$ cat src/rtl/mux_arb4.sv
// Four-master round-robin arbiter with per-owner hold timeout and a one-cycle bubble between owners.
// sel is the registered owner index for an external 4:1 data mux; dbg_* expose FSM state and hold count.
module mux_arb4 #(
    parameter int unsigned TIMEOUT = 16
) (
    input  logic       clk,
    input  logic       rst,
    input  logic [3:0] req,
    input  logic [3:0] done,
    output logic [3:0] grant,
    output logic [1:0] sel,
    output logic       busy,
    output logic       tmo,
    output logic       dbg_own,
    output logic [7:0] dbg_hold
);

    typedef enum logic {
        IDLE = 1'b0,
        OWN  = 1'b1
    } state_t;

    localparam bit         TMO_EN   = (TIMEOUT != 0);
    localparam logic [7:0] TMO_LAST = TMO_EN ? 8'(TIMEOUT - 1) : 8'd0;

    state_t     state_q, state_d;
    logic [3:0] grant_q, grant_d;
    logic [1:0] sel_q, sel_d;
    logic [1:0] last_q, last_d;
    logic [7:0] cnt_q, cnt_d;
    logic       tmo_q, tmo_d;
    logic       busy_q, busy_d;

    logic [1:0] cand;
    logic [1:0] win_idx;
    logic       win_found;
    logic       owner_rel;
    logic       tmo_hit;

    // Round-robin search starting one past the last owner, wrapping at 4.
    always_comb begin
        cand      = last_q;
        win_idx   = last_q;
        win_found = 1'b0;
        for (int i = 1; i <= 4; i++) begin
            cand = last_q + 2'(i);
            if (!win_found && req[cand]) begin
                win_found = 1'b1;
                win_idx   = cand;
            end
        end
    end

    assign owner_rel = done[sel_q] | ~req[sel_q];
    assign tmo_hit   = TMO_EN && (cnt_q == TMO_LAST);

    always_comb begin
        state_d = state_q;
        grant_d = grant_q;
        sel_d   = sel_q;
        last_d  = last_q;
        cnt_d   = cnt_q;
        tmo_d   = 1'b0;
        case (state_q)
            IDLE: begin
                grant_d = 4'b0000;
                if (win_found) begin
                    state_d = OWN;
                    grant_d = 4'b0001 << win_idx;
                    sel_d   = win_idx;
                    last_d  = win_idx;
                    cnt_d   = 8'd0;
                end
            end
            OWN: begin
                cnt_d = (cnt_q == 8'hFF) ? cnt_q : cnt_q + 8'd1;
                // A release on the timeout cycle wins over the timeout, so no tmo pulse.
                if (owner_rel || tmo_hit) begin
                    state_d = IDLE;
                    grant_d = 4'b0000;
                    cnt_d   = 8'd0;
                    tmo_d   = tmo_hit && !owner_rel;
                end
            end
            default: begin
                state_d = IDLE;
                grant_d = 4'b0000;
            end
        endcase
        busy_d = |grant_d;
    end

    always_ff @(posedge clk or posedge rst) begin
        if (rst) begin
            state_q <= IDLE;
            grant_q <= 4'b0000;
            sel_q   <= 2'd0;
            last_q  <= 2'd3;
            cnt_q   <= 8'd0;
            tmo_q   <= 1'b0;
            busy_q  <= 1'b0;
        end else begin
            state_q <= state_d;
            grant_q <= grant_d;
            sel_q   <= sel_d;
            last_q  <= last_d;
            cnt_q   <= cnt_d;
            tmo_q   <= tmo_d;
            busy_q  <= busy_d;
        end
    end

    assign grant    = grant_q;
    assign sel      = sel_q;
    assign busy     = busy_q;
    assign tmo      = tmo_q;
    assign dbg_own  = (state_q == OWN);
    assign dbg_hold = cnt_q;

endmodule

$ cat config.mk
export PLATFORM = sky130hd
export DESIGN_NAME = mux_arb4
export DESIGN_NICKNAME = d
export VERILOG_FILES = /design/src/rtl/mux_arb4.sv
export SDC_FILE = /design/constraint.sdc
export NUM_CORES = 1
export LEC_CHECK = 0
export CORE_ASPECT_RATIO = 0.6
export CORE_MARGIN = 5
export CORE_UTILIZATION = 40
export DETAILED_ROUTE_END_ITERATION = 8
export PLACE_DENSITY = 0.74
export SYNTH_ARGS = -nofsm -noshare
export SYNTH_HDL_FRONTEND = slang
export SYNTH_SLANG_ARGS = --single-unit
$ cat constraint.sdc
create_clock -name clk -period 3.46 [get_ports clk]
set_input_delay 1.038 -clock clk [delete_from_list [all_inputs] [get_ports clk]]
set_output_delay 1.038 -clock clk [all_outputs]
set_load 0.05 [all_outputs]
==> results of run 1 <==
-- final timing paths --
path | from | to | cells after the start
worst min register to register | grant[1]$_DFF_PP0_ | grant[1]$_DFF_PP0_ | 1
worst max-delay path | dbg_own$_DFF_PP0_ | dbg_own | 1
worst min-delay path | grant[1]$_DFF_PP0_ | grant[1]$_DFF_PP0_ | 1
max in group asynchronous | rst | tmo$_DFF_PP0_ | 2
worst max register to register | dbg_hold[0]$_DFFE_PP0P_ | dbg_hold[0]$_DFFE_PP0P_ | 5
min in group asynchronous | rst | grant[3]$_DFF_PP0_ | 2
-- logic make-up (layout without fill, tap and decap cells) --
family / Yosys count / count (layout)
AND/OR/NAND/NOR: 46 / 46
AO/OA/AOI/OAI: 31 / 31
flip-flops: 19 / 19
buffers and inverters: 6 / 36
adder cells (fa/ha/maj): 1 / 1
XOR/XNOR: 1 / 1
-- stage by stage --
step	power (uW)	hold WS [ps]	std cells	instance area, um2
floorplan	804.0	528.8	104	1047
detailed placement	1002	523.9	162	1348
global placement	986.9	505.5	162	1348
CTS	1163	545.1	166	1396
global route	1229	584.2	166	1396
finish	1151	541.8	166	1396
-- cells in the mapped netlist, drive strengths merged --
cell,count
dfrtp,17
nand2,11
nor2,8
a21oi,6
inv,6
nand3,5
or3,5
o22ai,4
o31ai,4
nand2b,3
nand4,3
nor4,3
o21ai,3
a21o,2
dfstp,2
nand3b,2
nor2b,2
o21a,2
or4,2
a221oi,1
a22o,1
a2bb2oi,1
a31oi,1
a32o,1
and3,1
and3b,1
ha,1
o2111ai,1
o211ai,1
o221ai,1
o2bb2ai,1
o311ai,1
xor2,1
-- layer usage --
metal  vias up  share of wire  GRT usage
li1        454              -          -
met1       456           0.51     0.2173
met2        28           0.42     0.2088
met3         4          0.054    0.04182
met4         0          0.016    0.05814
met5         -              0          0
-- state kept, by name, summed over array words and instances, names as in the netlist --
register / count
sel: 2
dbg_hold: 8
busy: 1
grant: 4
last_q: 2
tmo: 1
dbg_own: 1
-- cell type report --
type,count,area (um2)
Clock buffer,3,41.29
Clock inverter,1,7.507
Fill cell,222,1109
Inverter,6,22.52
Multi-Input combinational cell,79,546.8
Sequential cell,19,478.0
Tap cell,32,40.04
Timing Repair Buffer,26,260.3
-- power by group through the flow --
stage	logic [uW]	registers, uW	clock network [uW]
final	609	383	159
after CTS	617	382	164
after floorplan	245	559	0
after global placement	602	385	0
after detailed placement	616	386	0
after global routing	652	399	178
==> impl_metrics.env, run 1 <==
export IMPL_cts_buffers=3
export IMPL_synth_area_leaders="dfrtp_1 (41%), dfstp_2 (5.0%), nand2_1 (3.9%)"
export IMPL_clk_pin_slew_ps=70
export IMPL_grt_pass1_wl_mm=4.567
export IMPL_area_growth_pct=33.33
export IMPL_skew_ps=1.395
export IMPL_tns_ps=0
export IMPL_final_nets=146
export IMPL_drt_wirelength_per_cell_um=15.75
export IMPL_die_h_um=49.64
export IMPL_initial_utilization=0.4181
export IMPL_pre_cts_slack_ps=654.0
export IMPL_seq_power_share=0.333
export IMPL_layout_common_cells="clkdlybuf4s50_1 (26), dfrtp_1 (17), nand2_1 (11), nor2_1 (8)"
export IMPL_synth_compound_area_frac=0.2664
export IMPL_cp_num_buf_inv=1
export IMPL_ctsHoldBuffers=0
export IMPL_netSwitchingPower_uw=551.6
export IMPL_min_period_over_period=0.7750
export IMPL_h_tree_depth=1
export IMPL_rsz0062_at_grt="no"
export IMPL_antennaDiodeCount=0
export IMPL_num_vias=942
export IMPL_antenna_found_initial=0
export IMPL_intPower_uw=599.8
export IMPL_status="completed"
export IMPL_period_minus_slack_ps=2681
export IMPL_synth_top_area_cell="dfrtp_1"
export IMPL_peakVddDrop_uv=366.0
export IMPL_grt_pass1_vias=916
export IMPL_drcViolationCount=0
export IMPL_cts_sinks=19
export IMPL_maxSlewHeadroom=0.5270
export IMPL_yosysSeqAreaShare=0.4564
export IMPL_core_um2=2505
export IMPL_ant_nets=0
export IMPL_synth_top_area_share=0.4062
export IMPL_cp_arrival_ps=1640
export IMPL_drt_initial_drc_count=81
export IMPL_synth_cell_type_count=36
export IMPL_synth_mux_area_frac=0
export IMPL_power_density_nw_per_um2=824.5
export IMPL_clk_latency_ps=260
export IMPL_dr_pass1_iters=4
export IMPL_gp_congestion=0.8332
export IMPL_post_dp_hpwl_mm=2.048
export IMPL_fmax_mhz=372.9
export IMPL_maxCapViolations=0
export IMPL_crit_chain="clkdlybuf4s50_1"
export IMPL_crit_slowest_cell="clkdlybuf4s50_1"
export IMPL_ioPinCount=27
export IMPL_clockBufferDepth=2
export IMPL_final_core_util=0.5574
export IMPL_fin_ws_ps=778.6
export IMPL_leakagePower_uw=0.0005322
export IMPL_synthAdderAreaFrac=0.01195
export IMPL_port_buffers=26
export IMPL_cts_resized=0
export IMPL_track_usage=0.1498
export IMPL_synth_top_family_by_area="compound AO/OA/AOI/OAI gates"
export IMPL_ys_ff_latch=19
export IMPL_dieWidth_um=76.06
export IMPL_grt_overflow=0
export IMPL_syn_num_nets=115
export IMPL_rows=14
export IMPL_routed_via_density=5.675
export IMPL_swShare=0.4791
export IMPL_layout_commonest_cell="clkdlybuf4s50_1"
export IMPL_final_max_slew_violation_count=0
export IMPL_worstSetupStartpointType="flop"
export IMPL_clockRootBuffer="clkbuf_8"
export IMPL_setup_violations=0
export IMPL_yosys_warnings=0
export IMPL_path_delay_family="buffers and inverters"
export IMPL_synth_area_um2=1047
export IMPL_rrSetupSlack_ps=1700
export IMPL_tightest_slew_ps=708.8
export IMPL_cts_tree="yes"
export IMPL_wl_mm=2.614
export IMPL_pwr_share_clk=0.138
export IMPL_synthCells=104
export IMPL_combinationalPowerShare=0.529
export IMPL_yosys_area_share_simple=0.2354
export IMPL_hp_class="reg -> reg"
export IMPL_dieArea_um2=3775
export IMPL_required_ps=2420
export IMPL_hold_viol=0
export IMPL_avgSynthCellArea_um2=10.07
export IMPL_worstSetupEndpointType="output port"
export IMPL_max_stage_delay_ps=870
export IMPL_post_cts_setup_buffers=0
export IMPL_path_class="reg -> out"
export IMPL_crit_fanout=7
export IMPL_drive_gt1_frac=0.09701
export IMPL_grt_max_degree=20
export IMPL_synth_xor_area_share=0.008363
Power figures use the tool's default switching activity.
==> run 2, diff against run 1 <==
PLACE_DENSITY = 0.76   (was 0.74)
clock period = 2.27 ns   (was 3.46 ns; I/O delays follow)
==> run 2 against run 1 <==
Net effect: total power is 55% higher; cell area grew 2.2%; first-iteration DRC count increased by 47%; critical endpoint is now dbg_hold[6]; clock-buffer cell count is 1 higher; via count down 0.42%.
==> impl_metrics.env, run 2 (same netlist as run 1, synthesis figures left out) <==
export IMPL_status="completed"
export IMPL_initial_utilization=0.4181
export IMPL_clockBufferDepth=2
export IMPL_required_ps=1590
export IMPL_grt_overflow=0
export IMPL_drt_initial_drc_count=119
export IMPL_period_minus_slack_ps=2169
export IMPL_grt_max_degree=20
export IMPL_ioPinCount=27
export IMPL_grt_use_met2=0.2273
export IMPL_final_core_util=0.5699
export IMPL_track_usage=0.1440
export IMPL_power_density_nw_per_um2=1250
export IMPL_num_vias=938
export IMPL_total_power_uw=1785
export IMPL_h_tree_depth=1
export IMPL_skew_ps=9.509
export IMPL_cts_buffers=3
export IMPL_worstReg2RegEnd="dbg_hold[0]$_DFFE_PP0P_"
export IMPL_maxCapViolations=0
export IMPL_clockRootBuffer="clkbuf_8"
export IMPL_intPower_uw=939.3
export IMPL_post_cts_setup_buffers=0
export IMPL_startpoint="dbg_hold[6]$_DFFE_PP0P_"
export IMPL_r2r_cells=5
export IMPL_gp_congestion=0.7907
export IMPL_cp_arrival_ps=1490
export IMPL_cp_num_cells=1
export IMPL_cts_tree="yes"
export IMPL_dr_pass1_iters=4
export IMPL_netSwitchingPower_uw=845.3
export IMPL_hold_viol=0
export IMPL_reg2reg_from="dbg_hold[0]$_DFFE_PP0P_"
export IMPL_wl_mm=2.545
export IMPL_peakVddDrop_uv=577.6
export IMPL_final_max_slew_violation_count=0
export IMPL_rows=14
export IMPL_worstSetupEndpointType="output port"
export IMPL_dieWidth_um=76.06
export IMPL_die_h_um=49.64
export IMPL_dieArea_um2=3775
export IMPL_drive_gt1_frac=0.2113
export IMPL_setup_violations=0
export IMPL_crit_fanout=5
export IMPL_rrSetupSlack_ps=520
export IMPL_layout_commonest_cell="buf_4"
export IMPL_pwr_share_clk=0.129
export IMPL_drcViolationCount=0
export IMPL_largest_reg_flops=8
export IMPL_core_um2=2505
export IMPL_clk_latency_ps=260
export IMPL_routed_via_density=5.391
export IMPL_final_nets=154
export IMPL_grt_util_met3=0.04000
export IMPL_path_delay_family="buffers and inverters"
export IMPL_max_stage_delay_ps=830
export IMPL_post_dp_hpwl_mm=2.019
export IMPL_crit_slowest_cell="clkdlybuf4s50_1"
export IMPL_grt_pass1_vias=900
export IMPL_rsz0062_at_grt="no"
export IMPL_area_growth_pct=36.32
export IMPL_ant_nets=0
export IMPL_tns_ps=0
export IMPL_worstSetupStartpointType="flop"
export IMPL_crit_chain="clkdlybuf4s50_1"
export IMPL_crit_end="dbg_hold[6]"
export IMPL_tightest_slew_ps=509.3
export IMPL_cts_resized=0
export IMPL_cts_sinks=19
export IMPL_grt_pass1_wl_mm=4.319
export IMPL_grt_util_met1=0.1962
export IMPL_maxSlewHeadroom=0.6594
export IMPL_antenna_found_initial=0
export IMPL_busiest_layer="met2"
export IMPL_swShare=0.4737
export IMPL_drt_wirelength_per_cell_um=14.63
export IMPL_combinationalPowerShare=0.542
export IMPL_min_period_over_period=0.9555
export IMPL_leakagePower_uw=0.0005883
export IMPL_path_class="reg -> out"
export IMPL_fmax_mhz=461.1
export IMPL_antennaDiodeCount=0
export IMPL_clk_pin_slew_ps=70
export IMPL_cp_num_buf_inv=1
export IMPL_ctsHoldBuffers=0
export IMPL_port_buffers=26
export IMPL_hp_class="reg -> reg"
export IMPL_layout_common_cells="buf_4 (18), dfrtp_1 (17), clkdlybuf4s50_1 (16), nand2_1 (11), nor2_1 (8)"
export IMPL_seq_power_share=0.329
==> run 2: cell types whose count changed in the layout (fill, tap and decap cells not counted), sizes merged <==
cell           change
buf               +18
clkinvlp           -1
clkdlybuf4s50     -10
clkbuf             +1
==> run 2: through the flow <==
| stage | hold WS (ps) | cell area (um2) | setup slack, ps | cells |
|---|---|---|---|---|
| floorplan | 528.8 | 1047 | 364.2 | 104 |
| global placement | 506.1 | 1383 | -53.42 | 170 |
| detailed placement | 521.7 | 1383 | -85.08 | 170 |
| CTS | 547.5 | 1428 | 100.2 | 174 |
| global route | 567.6 | 1428 | 58.14 | 174 |
| finish | 546.8 | 1428 | 101.1 | 174 |
==> run 2: worst min path at each step <==
stage | start | end | slack [ps] | cells after the start
6_report | grant[1]$_DFF_PP0_ | grant[1]$_DFF_PP0_ | 550 | 1
5_1_grt | grant[1]$_DFF_PP0_ | grant[1]$_DFF_PP0_ | 570 | 1
4_1_cts | grant[1]$_DFF_PP0_ | grant[1]$_DFF_PP0_ | 550 | 1
3_5_place_dp | grant[1]$_DFF_PP0_ | grant[1]$_DFF_PP0_ | 520 | 1
3_3_place_gp | grant[0]$_DFF_PP0_ | grant[0]$_DFF_PP0_ | 510 | 1
2_1_floorplan | last_q[1]$_DFFE_PP1P_ | last_q[1]$_DFFE_PP1P_ | 530 | 1
==> run 2: final cells by class <==
| cell class | count | area [um2] |
|---|---|---|
| Tap cell | 32 | 40.04 |
| Multi-Input combinational cell | 79 | 546.8 |
| Timing Repair Buffer | 34 | 295.3 |
| Fill cell | 224 | 1077 |
| Clock buffer | 4 | 45.04 |
| Sequential cell | 19 | 478.0 |
| Inverter | 6 | 22.52 |
==> run 2: power by group through the flow <==
stage	clock [uW]	combinational (uW)	sequential (uW)
detailed placement	0	970	591
floorplan	0	374	851
global route	257	1040	605
finish	231	967	586
global placement	0	951	589
CTS	237	972	585
==> run 2: routing by layer <==
metal,part of all wire,vias up
li1,-,471
met1,0.50,446
met2,0.45,19
met3,0.042,2
met4,0.0098,0
met5,0,-
